--- src/rtl/eth_pkg.sv ---
// Shared Ethernet CRC-32 constants and the FCS append state type.
package eth_pkg;

    localparam logic [31:0] CRC32_POLY_REFL = 32'hEDB88320;
    localparam logic [31:0] CRC32_INIT      = 32'hFFFFFFFF;
    localparam logic [31:0] CRC32_RESIDUE   = 32'hDEBB20E3;

    typedef enum logic [0:0] {
        ST_DATA = 1'b0,
        ST_FCS  = 1'b1
    } fcs_state_t;

endpackage

--- src/rtl/crc32_step.sv ---
// Combinational reflected CRC-32 update over one DW-bit beat, bit 0 first.
module crc32_step
    import eth_pkg::*;
#(
    parameter int DW = 8
) (
    input  logic [31:0]   crc_in,
    input  logic [DW-1:0] din,
    output logic [31:0]   crc_out
);

    // DW bit-serial LFSR iterations unrolled into one combinational cone
    always_comb begin
        logic [31:0] c;
        logic        fb;
        c  = crc_in;
        fb = 1'b0;
        for (int i = 0; i < DW; i++) begin
            fb = c[0] ^ din[i];
            c  = (c >> 1) ^ (fb ? CRC32_POLY_REFL : 32'h0);
        end
        crc_out = c;
    end

endmodule

--- src/rtl/eth_crc32_stream.sv ---
// Ethernet FCS engine: MODE=0 checks the residue of each received frame,
// MODE=1 forwards the frame and appends the complemented CRC-32.
//
// Handshake: a beat moves on an interface exactly when valid and ready are
// both high at a rising clock edge. The output side holds out_data/out_last
// stable while out_valid is high and out_ready is low. in_ready depends
// combinationally on out_ready (single output register, no skid buffer).
module eth_crc32_stream
    import eth_pkg::*;
#(
    parameter int DW   = 8,
    parameter int MODE = 0
) (
    input  logic          clk,
    input  logic          rst_n,
    input  logic [DW-1:0] in_data,
    input  logic          in_valid,
    input  logic          in_last,
    output logic          in_ready,
    output logic [DW-1:0] out_data,
    output logic          out_valid,
    output logic          out_last,
    input  logic          out_ready,
    output logic [31:0]   crc,
    output logic          done,
    output logic          ok
);

    localparam int            NBEATS   = 32 / DW;
    localparam int            CW       = (NBEATS > 1) ? $clog2(NBEATS) : 1;
    localparam logic [CW-1:0] CNT_LAST = CW'(NBEATS - 1);

    if (!(DW == 1 || DW == 2 || DW == 4 || DW == 8)) begin : g_bad_dw
        $error("eth_crc32_stream: DW must be 1, 2, 4 or 8");
    end
    if (!(MODE == 0 || MODE == 1)) begin : g_bad_mode
        $error("eth_crc32_stream: MODE must be 0 or 1");
    end

    fcs_state_t    state_q, state_d;
    logic [31:0]   crc_q, crc_d, crc_next;
    logic [31:0]   fcs_q, fcs_d;
    logic [CW-1:0] cnt_q, cnt_d;
    logic [DW-1:0] out_data_q, out_data_d;
    logic          out_valid_q, out_valid_d;
    logic          out_last_q, out_last_d;
    logic          done_q, done_d;
    logic          ok_q, ok_d;
    logic          out_free;
    logic          accept;

    crc32_step #(.DW(DW)) u_step (
        .crc_in  (crc_q),
        .din     (in_data),
        .crc_out (crc_next)
    );

    assign out_free = ~out_valid_q | out_ready;
    assign in_ready = (state_q == ST_DATA) & out_free;
    assign accept   = in_valid & in_ready;

    // Next-state and output-register logic for the data/FCS sequencer
    always_comb begin
        state_d     = state_q;
        crc_d       = crc_q;
        fcs_d       = fcs_q;
        cnt_d       = cnt_q;
        out_data_d  = out_data_q;
        out_last_d  = out_last_q;
        out_valid_d = out_valid_q & ~out_ready;
        done_d      = 1'b0;
        ok_d        = ok_q;
        unique case (state_q)
            ST_DATA: begin
                if (accept) begin
                    out_valid_d = 1'b1;
                    out_data_d  = in_data;
                    crc_d       = crc_next;
                    if (MODE == 0) begin
                        // Receive: FCS beats ride through, verdict from residue
                        out_last_d = in_last;
                        if (in_last) begin
                            crc_d  = CRC32_INIT;
                            done_d = 1'b1;
                            ok_d   = (crc_next == CRC32_RESIDUE);
                        end
                    end else begin
                        // Transmit: frame end moves to the final FCS beat
                        out_last_d = 1'b0;
                        if (in_last) begin
                            fcs_d   = ~crc_next;
                            cnt_d   = '0;
                            state_d = ST_FCS;
                        end
                    end
                end
            end
            ST_FCS: begin
                if (out_free) begin
                    out_valid_d = 1'b1;
                    out_data_d  = DW'(fcs_q >> (int'(cnt_q) * DW));
                    out_last_d  = (cnt_q == CNT_LAST);
                    cnt_d       = cnt_q + CW'(1);
                    if (cnt_q == CNT_LAST) begin
                        state_d = ST_DATA;
                        crc_d   = CRC32_INIT;
                    end
                end
            end
            default: state_d = ST_DATA;
        endcase
    end

    // State, CRC and output registers with synchronous active-low reset
    always_ff @(posedge clk) begin
        if (!rst_n) begin
            state_q     <= ST_DATA;
            crc_q       <= CRC32_INIT;
            fcs_q       <= '0;
            cnt_q       <= '0;
            out_data_q  <= '0;
            out_valid_q <= 1'b0;
            out_last_q  <= 1'b0;
            done_q      <= 1'b0;
            ok_q        <= 1'b0;
        end else begin
            state_q     <= state_d;
            crc_q       <= crc_d;
            fcs_q       <= fcs_d;
            cnt_q       <= cnt_d;
            out_data_q  <= out_data_d;
            out_valid_q <= out_valid_d;
            out_last_q  <= out_last_d;
            done_q      <= done_d;
            ok_q        <= ok_d;
        end
    end

    assign out_data  = out_data_q;
    assign out_valid = out_valid_q;
    assign out_last  = out_last_q;
    assign crc       = crc_q;
    assign done      = done_q;
    assign ok        = ok_q;

endmodule

--- config.mk ---
export PLATFORM = sky130hd
export DESIGN_NAME = eth_crc32_stream
export DESIGN_NICKNAME = d
export VERILOG_FILES = /design/src/rtl/eth_pkg.sv /design/src/rtl/crc32_step.sv /design/src/rtl/eth_crc32_stream.sv
export SDC_FILE = /design/constraint.sdc
export NUM_CORES = 1
export LEC_CHECK = 0
export ABC_AREA = 1
export ABC_CLOCK_PERIOD_IN_PS = 2050
export CAP_MARGIN = 0
export CORE_UTILIZATION = 52
export CTS_BUF_LIST = sky130_fd_sc_hd__clkbuf_4 sky130_fd_sc_hd__clkbuf_8
export DETAILED_ROUTE_END_ITERATION = 16
export PLACE_DENSITY_LB_ADDON = 0.08
export REMOVE_ABC_BUFFERS = 1
export SYNTH_ARGS = -nofsm -noshare
export SYNTH_HDL_FRONTEND = slang
export SYNTH_SLANG_ARGS = --single-unit
--- constraint.sdc ---
create_clock -name clk -period 2.05 [get_ports clk]
set_input_delay 0.205 -clock clk [delete_from_list [all_inputs] [get_ports clk]]
set_output_delay 0.205 -clock clk [all_outputs]
set_load 0.01 [all_outputs]
==> results of run 1 <==
## power breakdown
part | leakage [uW] | internal, uW | switching (uW)
registers | 0.000388 | 984 | 60.5
logic | 0.00183 | 556 | 780
clock network | 0.0000477 | 272 | 337
total | 0.00226 | 1810 | 1180
## metal layers
metal,up-vias,part of all wire [%]
met5,-,0
met4,0,3.6
met3,39,6.6
met2,162,47
met1,1732,43
li1,1873,-
## placed cells by master, fill, tap and decap left out
cell type / Yosys / routed
or2_1: 2 / 2
nand4_1: 1 / 1
nor2_1: 27 / 27
clkbuf_8: 0 / 6
nand3b_1: 2 / 2
nand2_2: 21 / 21
buf_12: 0 / 3
a21oi_2: 1 / 1
nand2_4: 0 / 4
dfxtp_2: 0 / 2
buf_4: 0 / 38
clkdlybuf4s50_1: 0 / 55
o221ai_1: 1 / 1
inv_6: 0 / 1
nand2_1: 249 / 245
ha_1: 2 / 2
a211o_1: 1 / 1
o21ai_0: 33 / 33
nand3_1: 34 / 34
clkinv_1: 2 / 2
nor3_1: 2 / 2
inv_2: 5 / 5
inv_1: 51 / 51
dlymetal6s2s_1: 0 / 2
xor2_2: 1 / 1
dfxtp_1: 47 / 45
a21oi_1: 24 / 24
o211ai_1: 10 / 10
xnor2_1: 1 / 1
xor2_1: 10 / 10
## worst min-delay path: stages
cell	delay (ps)
dlymetal6s2s_1	160
nand2_1	70
a21oi_1	50
## how the worst max path moves through the flow
stage	endpoint
final	ok$_SDFFE_PN0P_
after global routing	crc[22]$_SDFFE_PN1P_
after CTS	ok$_SDFFE_PN0P_
after detailed placement	ok$_SDFFE_PN0P_
after global placement	ok$_SDFFE_PN0P_
after floorplan	crc[17]$_SDFFE_PN1P_
## flip-flops by register name, indices dropped and copies added, names as in the netlist
name,cells
cnt_q,2
out_last,1
out_data,8
crc,32
ok,1
out_valid,1
state_q,1
done,1
## logic make-up after synthesis
logic type      count (synthesis)  share of synthesized area, %
xor+xnor                       12                          3.60
compound gates                 70                          12.3
flops                          47                          30.0
fa+ha+maj                       2                         0.799
buf+inv                        72                          9.11
simple gates                  338                          44.1
## metrics by stage
stage / instances / hold slack [ps] / power, uW / TNS (ps) / setup WS [ps]
CTS: 704 / 465 / 2950 / 0 / 68.0
global route: 704 / 260 / 3150 / -4.84 / -4.84
floorplan: 527 / 289 / 1760 / -1040 / -257
global placement: 697 / 444 / 2330 / -434 / -159
finish: 704 / 224 / 2990 / 0 / 164
detailed placement: 697 / 454 / 2350 / -1140 / -253
## cell type report
type | instances | area, sq um
flip-flops and latches | 47 | 943
multi-input cells | 422 | 1940
clock inverters | 1 | 8.76
fillers | 506 | 1440
clock buffers | 6 | 82.6
inverters | 58 | 218
repair buffers | 98 | 921
well taps | 72 | 90.1
==> results.cfg, run 1 <==
[status]
outcome = completed

[critical_path]
crit_buf_inv = 2
r2r_end = crc[19]$_SDFFE_PN1P_
critPathTopFamily = simple AND/OR/NAND/NOR gates
ff2ff_path_depth = 12
timing.critical_path.arrival_ps = 2140
path_common_cell = nand2_1
kind_of_capture_point_of_the_worst_setup_path = register
crit_path_top_delay_cell = clkdlybuf4s50_1
path_max_fanout = 6
worstPathRequired_ps = 2300
worst_path_largest_cell_delay_ps = 550
setup.worst_path.class = input pin to register
critical_path_cell_count = 15
worst_path_cell_chain = clkdlybuf4s50_1, inv_1, nand2_1, nand2_4, nand2_1, nand2_1, nand3_1, nand2_1, nor2_1, nand2_1, nor2_1, nand2_1, nor2_1, nand3_1, a21oi_2
critPathLaunchType = input pin
r2r_slack_ps = 190
crit_path_start = in_data[1]
critical_path.reg2reg.startpoint = crc[2]$_SDFFE_PN1P_

[synth]
yosysSeqAreaShare_pct = 30.0
synthesis.area_per_instance_sq_um = 5.79
synth_top_area_share_pct = 30.0
yosys-top-cells-count = nand2_1, inv_1, dfxtp_1, nand3_1, o21ai_0
synthMostInstantiatedCell = nand2_1
synth-async-reset-ratio_pct = 0
synth_area_sq_um = 3130
ys.flop_type = dfxtp_1
synth.area.top_cells = dfxtp_1, nand2_1, inv_1, nand3_1, o21ai_0
postSynthRegisterBits = 47
synth_top_cell_by_area = dfxtp_1
synth_enable_flop_cells = 0
synthCells = 541
ys_warn_count = 0
synthDistinctLibCells = 25

[sta]
setup_violations = 0
final-max-slew-violation-count = 0
slew-limit-headroom_pct = 57.4
clock.fmax_mhz = 530
min_period_over_period_pct = 92.0
final_period_minus_worst_setup_slack_ps = 1890
timing_worst_slew_pin_value_ps = 639
finalHoldViolCount = 0
clock_skew_ps = 12.5

[finish]
postLayoutCellArea_sq_um = 4200
final_layout_size_suffix_gt1_share_pct = 13.0
final_core_density_pct = 74.4
area.growth.synth_to_final_pct = 34.1
design.final.nets = 647
n_antenna_cell = 0

[clocking]
cts_setup_buffers = 0
cts_hold_buffers = 0
root_buffer_master = clkbuf_8
number_of_cells_upsized_or_downsized_after_cts = 0
cts_num_sinks = 47
cts_tree = done
htreeDepth = 2
max-clock-path-buffers = 2
clk_latency_worst_skew_pair_ps = 310
clk_pin_slew_ps = 90
cts_made_buffers = 5

[global_route]
grt_pass1_vias = 3437
track_usage_pct = 34.2
grt_start_max_net_pins = 55
global_route.peak_usage_layer = met2
grt.overflow.total = 0
global_route.usage.met2_pct = 57.3
grt.met3_usage_pct = 5.60
grt_first_pass_wirelength_um = 16400
global_route.usage.met1_pct = 43.2
grt_antenna_before_repair = 0

[route]
final_antenna_net_count = 0
via_per_instance_ratio = 5.41
detail_route.drc_violations = 0
routed_wl_um = 10400
dr.pass1.iters = 5
routedWlPerCell_um = 14.8
detailedRoute.firstIterationViolations = 355
total_vias_in_the_final_route = 3806

[hold_path]
timing.hold.worst.class = input pin to register
min_to = out_data[6]$_SDFFE_PN0P_
worst_hold_startpoint = in_data[6]
holdPathStages = 3

[placed_design]
place_hpwl_um = 7630
gp_congestion = 0.955
placed_cell_area_sq_um = 4070
place.port_buffers = 57

[floorplanning]
coreArea_sq_um = 5640
fp-row-count = 27
die_width_um = 79.6
initial_utilization_pct = 55.5
die_h_um = 79.6
die_outline_area_sq_um = 6340
ios = 58

[pwr]
ir_drop_mv = 0.500
power.density_nw_per_um2 = 712
leakage_uw = 0.00226

[flow_run]
max_cap_viol_count = 0
Power figures use the tool's default switching activity.
==> run 2: changes to the inputs <==
ABC_CLOCK_PERIOD_IN_PS = default   (was 2050)
==> results of run 2 <==
The final DEF is identical to that of run 1; final timing and power are the same.
==> run 3: changes to the inputs <==
CORE_MARGIN = 4   (was default)
==> results.cfg, run 3 (synthesis gave the netlist of run 1 again) <==
[status]
outcome = completed

[hold_path]
worst_hold_startpoint = in_data[2]
timing.hold.worst.class = input pin to register
holdPathStages = 3
min_to = out_data[2]$_SDFFE_PN0P_

[clocking]
max-clock-path-buffers = 2
htreeDepth = 2
cts_hold_buffers = 0
root_buffer_master = clkbuf_8
cts_setup_buffers = 0
cts_num_sinks = 47
clk_pin_slew_ps = 110
cts_made_buffers = 5
number_of_cells_upsized_or_downsized_after_cts = 0
clk_latency_worst_skew_pair_ps = 310
cts_tree = done

[finish]
final_layout_size_suffix_gt1_share_pct = 15.0
area.growth.synth_to_final_pct = 36.9
largest_register_ff_count = 32
storage_cell_area_sq_um = 945
design.final.nets = 660
area_occupied_by_multi_input_gates_sq_um = 1920
layout.cells.most_common_list = nand2_1, clkdlybuf4s50_1, buf_4
final_common_cell = nand2_1
nFillCells = 500
n_antenna_cell = 0

[critical_path]
crit_path_top_delay_cell = clkdlybuf4s50_1
path_max_fanout = 4
critPathLaunchType = input pin
worst_path_largest_cell_delay_ps = 540
r2r_end = ok$_SDFFE_PN0P_
critPathTopFamily = simple AND/OR/NAND/NOR gates
critical_path.reg2reg.startpoint = crc[4]$_SDFFE_PN1P_
worstPathRequired_ps = 2300
timing.critical_path.arrival_ps = 2150
path_common_cell = nand2_1
setup.worst_path.class = input pin to register
crit_buf_inv = 4
worst_path_cell_chain = clkdlybuf4s50_1, inv_1, nand2_1, nand2_2, nand2_1, nand2_2, buf_4, nand2_1, nand2_1, inv_1, nand2_1, nor2_1, nand2_1, nor2_1, nand3_1, a21oi_2
r2r_slack_ps = 180
ff2ff_path_depth = 15
kind_of_capture_point_of_the_worst_setup_path = register

[global_route]
global_route.peak_usage_layer = met2
grt_pass1_vias = 3601
global_route.usage.met1_pct = 36.6
track_usage_pct = 29.5
grt_start_max_net_pins = 55
grt.met3_usage_pct = 4.42
grt_first_pass_wirelength_um = 17200
global_route.usage.met2_pct = 50.6
grt.overflow.total = 0
grt_antenna_before_repair = 0

[floorplanning]
ios = 58
initial_utilization_pct = 53.2
die_outline_area_sq_um = 7330
coreArea_sq_um = 5890
die_h_um = 85.6
die_width_um = 85.6
fp-row-count = 28

[sta]
clock.fmax_mhz = 527
finalHoldViolCount = 0
min_period_over_period_pct = 92.5
final_period_minus_worst_setup_slack_ps = 1900
setup_violations = 0
final_critical_path_setup_slack_ps = 153
final-max-slew-violation-count = 0
timing_worst_slew_pin_value_ps = 342
fin_hold_ws_ps = 219
clock_skew_ps = 15.5
slew-limit-headroom_pct = 77.2

[pwr]
leakage_uw = 0.00233
ir_drop_mv = 0.431
power.density_nw_per_um2 = 730

[route]
dr.pass1.iters = 5
via_per_instance_ratio = 5.22
final_antenna_net_count = 0
total_vias_in_the_final_route = 3766
detail_route.drc_violations = 0
routedWlPerCell_um = 14.8
detailedRoute.firstIterationViolations = 244
routed_wl_um = 10700

[placed_design]
gp_congestion = 0.934
place.port_buffers = 57
place_hpwl_um = 8200
pre_cts_ws_ps = -212

[flow_run]
max_cap_viol_count = 0
-- run 3: cell types whose count changed in the layout (fill, tap and decap cells not counted), moves of 2 or more --
cell	before	now
nand2_2	21	24
buf_12	3	1
nand2_4	4	0
buf_4	38	53
-- run 3: cell type report --
class,count,share of cell area (%)
tap,75,2.19
timing repair buffer,111,23.2
inverter,58,5.08
clock inverter,3,1.08
multi-input combinational,422,44.8
clock buffer,5,1.60
sequential,47,22.0
-- run 3: tightest hold or removal path, delay by kind of cell --
family	cells	cell delay [ps]
and+or+nand+nor	1	80
buffers and inverters	1	160
AOI/OAI and AO/OA	1	50
-- run 3: worst max-delay path by stage --
stage	from	endpoint	slack (ps)	cells after the start
2_1_floorplan	out_valid$_SDFF_PN0_	crc[17]$_SDFFE_PN1P_	-260	8
3_3_place_gp	in_data[1]	ok$_SDFFE_PN0P_	-230	15
3_5_place_dp	in_data[1]	ok$_SDFFE_PN0P_	-210	15
4_1_cts	in_data[1]	ok$_SDFFE_PN0P_	110	15
5_1_grt	crc[1]$_SDFFE_PN1P_	ok$_SDFFE_PN0P_	-10	15
6_report	in_data[5]	ok$_SDFFE_PN0P_	150	16
-- run 3: report_power, final --
part           internal [uW]  switching (uW)
clock                    368             355
combinational            584             778
sequential               984            61.7
-- run 3: per-stage QoR --
step           instance area (sq um)  power, uW  setup TNS [ps]  util, %  cells
2_1_floorplan                   3060       1760           -1040        -    527
3_3_place_gp                    4150       2380            -314     70.5    713
3_5_place_dp                    4150       2390            -516     70.5    713
4_1_cts                         4260       3120               0     72.4    721
5_1_grt                         4290       3330           -14.1     72.9    721
6_report                        4290       3130               0     72.9    721
-- run 3: layer usage --
metal	routed length (um)	part of all wire, %	up-vias
li1	-	-	1895
met1	4570	43	1691
met2	5150	48	148
met3	614	5.8	32
met4	334	3.1	0
met5	0	0	-
